--- src/rtl/seg7_capture.sv ---
// seg7_capture: recovers a 4-digit hex value from a multiplexed 7-segment display bus.
// Optional feature: define SEG7_CAP_ERR_EN to flag undecodable segment patterns on seg_err.
module seg7_capture #(
    parameter int unsigned STABLE_CYCLES  = 4,
    parameter bit          SEG_ACTIVE_LOW = 1'b1,
    parameter bit          AN_ACTIVE_LOW  = 1'b1
) (
    input  logic        clk,
    input  logic        rst_n,
    input  logic [6:0]  seg7_7bit,
    input  logic [3:0]  seg7_an,
    input  logic        seg7_dp,
    output logic [15:0] value,
    output logic [3:0]  dp_mask,
    output logic [3:0]  blank_mask,
    output logic        frame_valid,
    output logic        frame_changed,
    output logic        seg_err
);

    localparam int unsigned CNT_W  = 8;
    localparam int unsigned DIG_N  = 4;
    localparam int unsigned NIB_W  = 4;
    localparam int unsigned SEG_W  = 7;

    // Active-high segment pattern -> {blank, nibble}; unknown patterns give nibble 0, not blank.
    function automatic logic [NIB_W:0] seg_decode(input logic [SEG_W-1:0] s);
        case (s)
            7'h3F:   return 5'h00;
            7'h06:   return 5'h01;
            7'h5B:   return 5'h02;
            7'h4F:   return 5'h03;
            7'h66:   return 5'h04;
            7'h6D:   return 5'h05;
            7'h7D:   return 5'h06;
            7'h07:   return 5'h07;
            7'h7F:   return 5'h08;
            7'h6F:   return 5'h09;
            7'h77:   return 5'h0A;
            7'h7C:   return 5'h0B;
            7'h39:   return 5'h0C;
            7'h5E:   return 5'h0D;
            7'h79:   return 5'h0E;
            7'h71:   return 5'h0F;
            7'h00:   return 5'h10;
            default: return 5'h00;
        endcase
    endfunction

`ifdef SEG7_CAP_ERR_EN
    // True for every pattern the decoder recognises, including the blank digit.
    function automatic logic seg_known(input logic [SEG_W-1:0] s);
        case (s)
            7'h3F, 7'h06, 7'h5B, 7'h4F, 7'h66, 7'h6D, 7'h7D, 7'h07,
            7'h7F, 7'h6F, 7'h77, 7'h7C, 7'h39, 7'h5E, 7'h79, 7'h71,
            7'h00:   return 1'b1;
            default: return 1'b0;
        endcase
    endfunction
`endif

    // Raw input register and the previous registered sample
    logic [3:0]       an_q, prev_an_q;
    logic [SEG_W-1:0] seg_q, prev_seg_q;
    logic             dp_q, prev_dp_q;

    // Dwell tracking
    logic [CNT_W-1:0] cnt_q, cnt_d;

    // Staging and frame state
    logic [DIG_N-1:0][NIB_W-1:0] stage_nib_q, stage_nib_d;
    logic [DIG_N-1:0] stage_dp_q, stage_dp_d;
    logic [DIG_N-1:0] stage_blank_q, stage_blank_d;
    logic [DIG_N-1:0] seen_q, seen_d;
    logic             done_q, done_d;
    logic             has_frame_q, has_frame_d;

    // Output registers
    logic [15:0]      value_q, value_d;
    logic [DIG_N-1:0] dp_mask_q, dp_mask_d;
    logic [DIG_N-1:0] blank_mask_q, blank_mask_d;
    logic             fv_q, fv_d;
    logic             fc_q, fc_d;

    // Normalised (active-high) view of the registered sample
    logic [3:0]       an_n;
    logic [SEG_W-1:0] seg_n;
    logic             dp_n;
    logic             onehot;
    logic             same;
    logic             capture;
    logic [1:0]       dig;
    logic [NIB_W:0]   dec;

    assign an_n  = AN_ACTIVE_LOW  ? ~an_q  : an_q;
    assign seg_n = SEG_ACTIVE_LOW ? ~seg_q : seg_q;
    assign dp_n  = SEG_ACTIVE_LOW ? ~dp_q  : dp_q;

    assign onehot  = (an_n != 4'b0000) && ((an_n & (an_n - 4'd1)) == 4'b0000);
    assign same    = ({an_q, seg_q, dp_q} == {prev_an_q, prev_seg_q, prev_dp_q});
    assign capture = onehot && same && (cnt_q == CNT_W'(STABLE_CYCLES - 2));
    assign dec     = seg_decode(seg_n);

    // Selected digit index from the one-hot anode
    always_comb begin
        dig = 2'd0;
        for (int i = 0; i < int'(DIG_N); i++) begin
            if (an_n[i]) dig = 2'(i);
        end
    end

    // Stability counter: saturating count of identical eligible samples
    always_comb begin
        cnt_d = '0;
        if (onehot && same) begin
            if (cnt_q < CNT_W'(STABLE_CYCLES)) cnt_d = cnt_q + CNT_W'(1);
            else                               cnt_d = cnt_q;
        end
    end

    // Staging, frame completion and output update
    always_comb begin
        stage_nib_d   = stage_nib_q;
        stage_dp_d    = stage_dp_q;
        stage_blank_d = stage_blank_q;
        seen_d        = done_q ? '0 : seen_q;
        done_d        = 1'b0;
        has_frame_d   = has_frame_q;
        value_d       = value_q;
        dp_mask_d     = dp_mask_q;
        blank_mask_d  = blank_mask_q;
        fv_d          = 1'b0;
        fc_d          = 1'b0;

        if (done_q) begin
            value_d      = stage_nib_q;
            dp_mask_d    = stage_dp_q;
            blank_mask_d = stage_blank_q;
            fv_d         = 1'b1;
            fc_d         = has_frame_q && ((stage_nib_q != value_q) || (stage_dp_q != dp_mask_q));
            has_frame_d  = 1'b1;
        end

        // A capture on the completion cycle starts the next frame since seen was cleared above
        if (capture) begin
            stage_nib_d[dig]   = dec[NIB_W-1:0];
            stage_dp_d[dig]    = dp_n;
            stage_blank_d[dig] = dec[NIB_W];
            seen_d[dig]        = 1'b1;
            done_d             = (seen_d == 4'b1111);
        end
    end

    // State registers with synchronous active-low reset
    always_ff @(posedge clk) begin
        if (!rst_n) begin
            an_q          <= '0;
            seg_q         <= '0;
            dp_q          <= 1'b0;
            prev_an_q     <= '0;
            prev_seg_q    <= '0;
            prev_dp_q     <= 1'b0;
            cnt_q         <= '0;
            stage_nib_q   <= '0;
            stage_dp_q    <= '0;
            stage_blank_q <= '0;
            seen_q        <= '0;
            done_q        <= 1'b0;
            has_frame_q   <= 1'b0;
            value_q       <= '0;
            dp_mask_q     <= '0;
            blank_mask_q  <= '0;
            fv_q          <= 1'b0;
            fc_q          <= 1'b0;
        end else begin
            an_q          <= seg7_an;
            seg_q         <= seg7_7bit;
            dp_q          <= seg7_dp;
            prev_an_q     <= an_q;
            prev_seg_q    <= seg_q;
            prev_dp_q     <= dp_q;
            cnt_q         <= cnt_d;
            stage_nib_q   <= stage_nib_d;
            stage_dp_q    <= stage_dp_d;
            stage_blank_q <= stage_blank_d;
            seen_q        <= seen_d;
            done_q        <= done_d;
            has_frame_q   <= has_frame_d;
            value_q       <= value_d;
            dp_mask_q     <= dp_mask_d;
            blank_mask_q  <= blank_mask_d;
            fv_q          <= fv_d;
            fc_q          <= fc_d;
        end
    end

`ifdef SEG7_CAP_ERR_EN
    logic err_q, err_d;

    // Sticky error on capture of an unrecognised pattern
    always_comb begin
        err_d = err_q | (capture & ~seg_known(seg_n));
    end

    // Error flag register
    always_ff @(posedge clk) begin
        if (!rst_n) err_q <= 1'b0;
        else        err_q <= err_d;
    end

    assign seg_err = err_q;
`else
    assign seg_err = 1'b0;
`endif

    assign value         = value_q;
    assign dp_mask       = dp_mask_q;
    assign blank_mask    = blank_mask_q;
    assign frame_valid   = fv_q;
    assign frame_changed = fc_q;

endmodule
--- config.mk ---
export PLATFORM = sky130hd
export DESIGN_NAME = seg7_capture
export DESIGN_NICKNAME = d
export VERILOG_FILES = /design/src/rtl/seg7_capture.sv
export SDC_FILE = /design/constraint.sdc
export NUM_CORES = 1
export LEC_CHECK = 0
export BUFFER_PORTS_ARGS = -buffer_cell sky130_fd_sc_hd__buf_4
export CORE_UTILIZATION = 40
export CTS_BUF_LIST = sky130_fd_sc_hd__clkbuf_2 sky130_fd_sc_hd__clkbuf_4 sky130_fd_sc_hd__clkbuf_8
export DETAILED_ROUTE_END_ITERATION = 8
export GPL_TIMING_DRIVEN = 0
export HOLD_SLACK_MARGIN = 0.06
export PLACE_DENSITY_LB_ADDON = 0.15
export SYNTH_ARGS = -nofsm -noshare
export SYNTH_HDL_FRONTEND = slang
export SYNTH_SLANG_ARGS = --single-unit
export TNS_END_PERCENT = 50
--- constraint.sdc ---
create_clock -name clk -period 2.7 [get_ports clk]
set_clock_uncertainty 0.05 [all_clocks]
set_input_delay 0.54 -clock clk [delete_from_list [all_inputs] [get_ports clk]]
set_output_delay 0.54 -clock clk [all_outputs]
set_load 0.005 [all_outputs]
## Word-level counts from Yosys, hierarchy flattened

Cells that the tools add are included.
Widths: inputs -> output; s select.

- Equality and inequality tests: 20
- Bitwise operators: 5
- Multipliers: 0
- Reductions and logical operators: 12
- Mux-type cells: 14
- Shift operators: 0
- $add $sub $neg: 2
- Div/mod/pow operators: 0
- Magnitude comparators: 3

Operator list:

| kind | number |
|---|---|
| $eq 7x7->1 const B | 12 |
| $pmux 5 s16 | 1 |
| $bwmux 16 | 1 |
| $ne 16x16->1 | 1 |
| $eq 7x3->1 const B | 2 |
| $eq 12x12->1 | 1 |
| $mux 4 | 3 |
| $add 8x1->8 const B | 1 |
| $bwmux 4 | 2 |
| $demux 4 s2 | 1 |
| $eq 8x2->1 const B | 1 |
| $lt 8x3->1 const B | 1 |
| $eq 7x6->1 const B | 1 |
| $logic_not 7->1 | 1 |
| $not 7->7 | 1 |
| $reduce_and 2->1 | 3 |
| $logic_and 1x1->1 | 5 |
| $and 4x4->4 | 1 |
| $eq 4x4->1 const B | 1 |
| $logic_not 4->1 | 1 |
| $mux 2 | 2 |
| $ne 4x4->1 | 1 |
| $not 4->4 | 1 |
| $or 4x4->4 | 1 |
| 8 further kinds | 10 |

- Logic and storage cells: 77
- Register bits: 88
- Bits in read-only memories: 0
- RAM bits: 0
- Output and inout bits: 27
- Input bits: 14
- Memories: 0
- Bits in latches: 0

## Longest topological paths before layout

- Depth in word-level cells: 10
- Depth in mapped cells: 8
- Gate-level depth less buffers: 5

## Worst setup path after synthesis

OpenSTA, ideal clock, no wires.

- Path kind: register to register
- Start point: reg cnt_q[7]
- End point: reg stage_nib_q[6] in the netlist's numbering
- Cell stages (with the launch flop): 7
- Setup time: 0.138 ns
- Clock period less this slack: 2.141 ns
- Path buffers: 1
- Arrival time: 1.954 ns
- Path slack: 0.559 ns
- Data required time: 2.512 ns
- Cells stage by stage: dfxtp_1 > or4_4 > nor3_4 > nand2_1 > or4b_1 > buf_6 > mux2i_1

- Longest elaborated chain between the ends: 2

Ends and longest elaborated chain:

| what | line | text |
|---|---|---|
| start, declared | 68 | `logic [CNT_W-1:0] cnt_q, cnt_d;` |
| start signal, assigned | 182 | `cnt_q <= cnt_d;` |
| $eq 8x2->1 | 101 | `assign capture = onehot && same && (cnt_q == CNT_W'(STABLE_CYCLES - 2));` |
| $logic_and 1x1->1 | 101 |  |
| end signal, assigned | 183 | `stage_nib_q <= stage_nib_d;` |
| end, declared | 71 | `logic [DIG_N-1:0][NIB_W-1:0] stage_nib_q, stage_nib_d;` |

Every way passes these cells.
A chain may end at the register's enable or synchronous reset.

## Worst setup path after layout

- Start point: reg seg_q[6]
- End point: reg stage_nib_q[8] in the netlist's numbering

- Longest elaborated chain between the ends: 4
- Elaborated cells between the ends (all ways): 22
- Classes of those cells: eq/ne: 16; mux: 2; bitwise: 1; reduce/logical: 3

Ends and longest elaborated chain:

| what | line | text |
|---|---|---|
| start, declared | 64 | `logic [SEG_W-1:0] seg_q, prev_seg_q;` |
| start signal, assigned | 177 | `seg_q <= seg7_7bit;` |
| $not 7->7 | 96 | `assign seg_n = SEG_ACTIVE_LOW ? ~seg_q : seg_q;` |
| $eq 7x7->1, or another cell as far along | 28 | `case (s)` |
| $pmux 5 s16 | 28 |  |
| $bwmux 16 | 146 | `stage_nib_d[dig] = dec[NIB_W-1:0];` |

Parallel ways exist; a longest one is shown, timed or not.

==> impl_metrics.yaml <==
setup_path:
  end_kind: "flip-flop"
  crit_arrival_ns: 2.59
  cp_max_fo: 10
  path_class: "reg -> reg"
  start_kind: "flip-flop"
  crit_required_ns: 2.94
placed_design:
  dpl.hpwl_um: 5484
  dp_slack_ns: 0.3417
  place_congestion: 0.7814
  dp_cells: 527
  io_buffers: 39
floorplanning:
  die_x_um: 99.05
  die-area_um2: 9811
  fp-row-count: 35
  start_util: 0.4097
  die_h_um: 99.05
  ios: 41
  core_um2: 9196
drt:
  vias: 2754
  postRouteAntennaNets: 0
  drt_iter0_markers: 95
  drc: 0
  wl_um: 7726
  wl_per_cell_um: 14.23
  dr.pass1.iters: 4
  vias_per_cell: 5.072
logic_synthesis:
  yosys.area_share.adder: 0.006642
  avgSynthCellArea_um2: 9.993
  synthCells: 377
  synth_xor_area_frac: 0.07904
  synthSimpleGateAreaFrac: 0.2258
  synth_top_family_by_area: "simple AND/OR/NAND/NOR gates"
  synth_top_area_frac: 0.4676
  synth_edf_count: 0
  synth_common_cells: "dfxtp_1 (88), mux2i_1 (48), nand2_1 (35)"
  post-synth-top-count-cell: "dfxtp_1"
  ys_warn_count: 0
  ys.flop_type: "dfxtp_1"
  synth_compound_area_frac: 0.05546
  synthArstFlopShare: 0
  ys_ff_latch: 88
  synthMuxAreaShare: 0.1275
  yosys-top-cells-area: "dfxtp_1 (47%), mux2i_1 (13%), and2_1 (5.3%)"
  synth_top_area_cell: "dfxtp_1"
  syn_nets: 393
  ys_types: 52
  yosysSeqAreaShare: 0.4676
  syn_area_um2: 3767
global_route:
  grt_max_degree: 15
  grt_pass1_vias: 2506
  grt_pass1_wl_um: 12570
  antenna_found_initial: 0
  gr-total-overflow: 0
  track_usage: 0.1688
timing:
  fmax_mhz: 424.8
  fin_ws_ns: 0.3460
  worst_slew_pin_slew_ns: 0.8124
  relSlewSlack: 0.4555
  drv_slew: 0
  post-route-period-util: 0.8718
  rsz0062_at_grt: "no"
  hold_violations: 0
  fin_crit_ns: 2.354
  finalSetupViolCount: 0
  fin_tns_setup_ns: 0
cts:
  clkSinkCount: 88
  cts_buffers: 9
  cts_max_path_buffers: 2
  clkSlewWorstSetupHoldPaths_ns: 0.09
  post_cts_buffers: 0
  cts_tree: "built"
  clkLatencyLatePin_ns: 0.36
  cts_root_buffer: "clkbuf_8"
  ctsHoldBuffers: 0
  htree_num_levels: 3
  ctsResizeCount: 0
min_path:
  hp-class: "in -> reg"
final_layout:
  drive_above_1_share: 0.1620
  antenna_cells: 0
  fin_nets: 443
  fin_util: 0.4811
  final_cells: 543
  fill_cells: 911
  area_growth_syn_to_layout_pct: 17.44
power_and_ir_drop:
  peakVddDrop_mv: 0.2334
  power_density_nw_per_um2: 561.5
  total_power_w: 0.002484
  leakagePower_nw: 1.786
run_status:
  status: "finished clean"
job:
  drv_cap: 0
[where the power goes]
group / internal (W) / switching (W) / leakage [nW]
logic: 0.0000612 / 0.0000735 / 0.964
clock network: 0.000555 / 0.000469 / 0.109
registers: 0.00131 / 0.0000117 / 0.714
total: 0.00193 / 0.000554 / 1.79
[cells by family (layout without fill, tap and decap cells)]
family	count (synthesis)	in the layout
AOI/OAI and AO/OA	28	28
adders and majority gates	2	2
muxes	48	48
other	1	1
buffers and inverters	30	85
and+or+nand+nor	146	146
DFF	88	88
xor gates and xnor gates	34	34
[metrics by stage]
step	hold WS (ns)	cell area [um2]
6_report	0.3360	4424
5_1_grt	0.3295	4424
4_1_cts	0.3213	4424
3_5_place_dp	0.3928	4199
3_3_place_gp	0.3878	4199
2_1_floorplan	0.3779	3767
[layout by cell type (no fill, tap or decap), types with 2 or more instances in the layout]
master       n
o21a_1       2
a21boi_0     2
xnor2_1     19
nor2_1       6
clkbuf_8    10
a31oi_1      2
dfxtp_1     88
nand2_1     35
nand3_1      5
nor3_1       6
nand2b_1     3
mux2i_1     48
buf_6        2
a21oi_1      3
nor4bb_1     2
and4b_1      2
and2_1      32
buf_4       40
clkbuf_1    18
nand4_1      8
o21ai_0      3
nor4_1       3
bufinv_16    2
a32oi_1      2
nand3b_1     3
clkinvlp_4   2
or4_1        2
nor3_2       2
ha_1         2
xor2_1      15
o32ai_1      2
nor2b_1     29
inv_1        3
buf_2        6
[sequential cells by signal, summed over array words and instances (netlist names)]
| name | flops |
|---|---|
| prev_dp_q | 1 |
| stage_nib_q | 16 |
| frame_valid | 1 |
| frame_changed | 1 |
| blank_mask | 4 |
| dp_mask | 4 |
| seg_q | 7 |
| an_q | 4 |
| seen_q | 4 |
| has_frame_q | 1 |
| dp_q | 1 |
| value | 16 |
| stage_blank_q | 4 |
| stage_dp_q | 4 |
| done_q | 1 |
| prev_seg_q | 7 |
| prev_an_q | 4 |
| cnt_q | 8 |
[critical path: stages, from the launching register on]
cell	delay, ns
dfxtp_1	0.31
buf_2	0.22
xnor2_1	0.14
nand4_1	0.11
or3b_1	0.37
buf_2	0.16
nor3_2	0.66
mux2i_1	0.26
[worst paths after layout]
kind	slack (ns)	end	cells after the start	startpoint
setup reg to reg	0.35	stage_nib_q[8]	7	seg_q[6]
setup / recovery	0.35	stage_nib_q[8]	7	seg_q[6]
hold / removal	0.34	seg_q[1]	2	seg7_7bit[1]
hold reg to reg	0.41	has_frame_q	1	has_frame_q
[final cells by class]
class / count / area [um2] / area share
multi-input cells: 259 / 1867 / 0.4219
flip-flops and latches: 88 / 1762 / 0.3982
repair buffers: 39 / 292.8 / 0.06618
clock buffers: 11 / 145.1 / 0.03281
well taps: 111 / 138.9 / 0.03139
plain buffers: 27 / 127.6 / 0.02885
clock inverters: 5 / 80.08 / 0.01810
inverters: 3 / 11.26 / 0.002545
[per-layer routing]
metal  vias to the layer above  global-route usage  share of wire
li1                       1381                   -              -
met1                      1309              0.2266           0.49
met2                        55              0.2657           0.45
met3                         9             0.03475          0.041
met4                         0             0.06787          0.016
met5                         -                   0              0
Power figures use the tool's default switching activity.
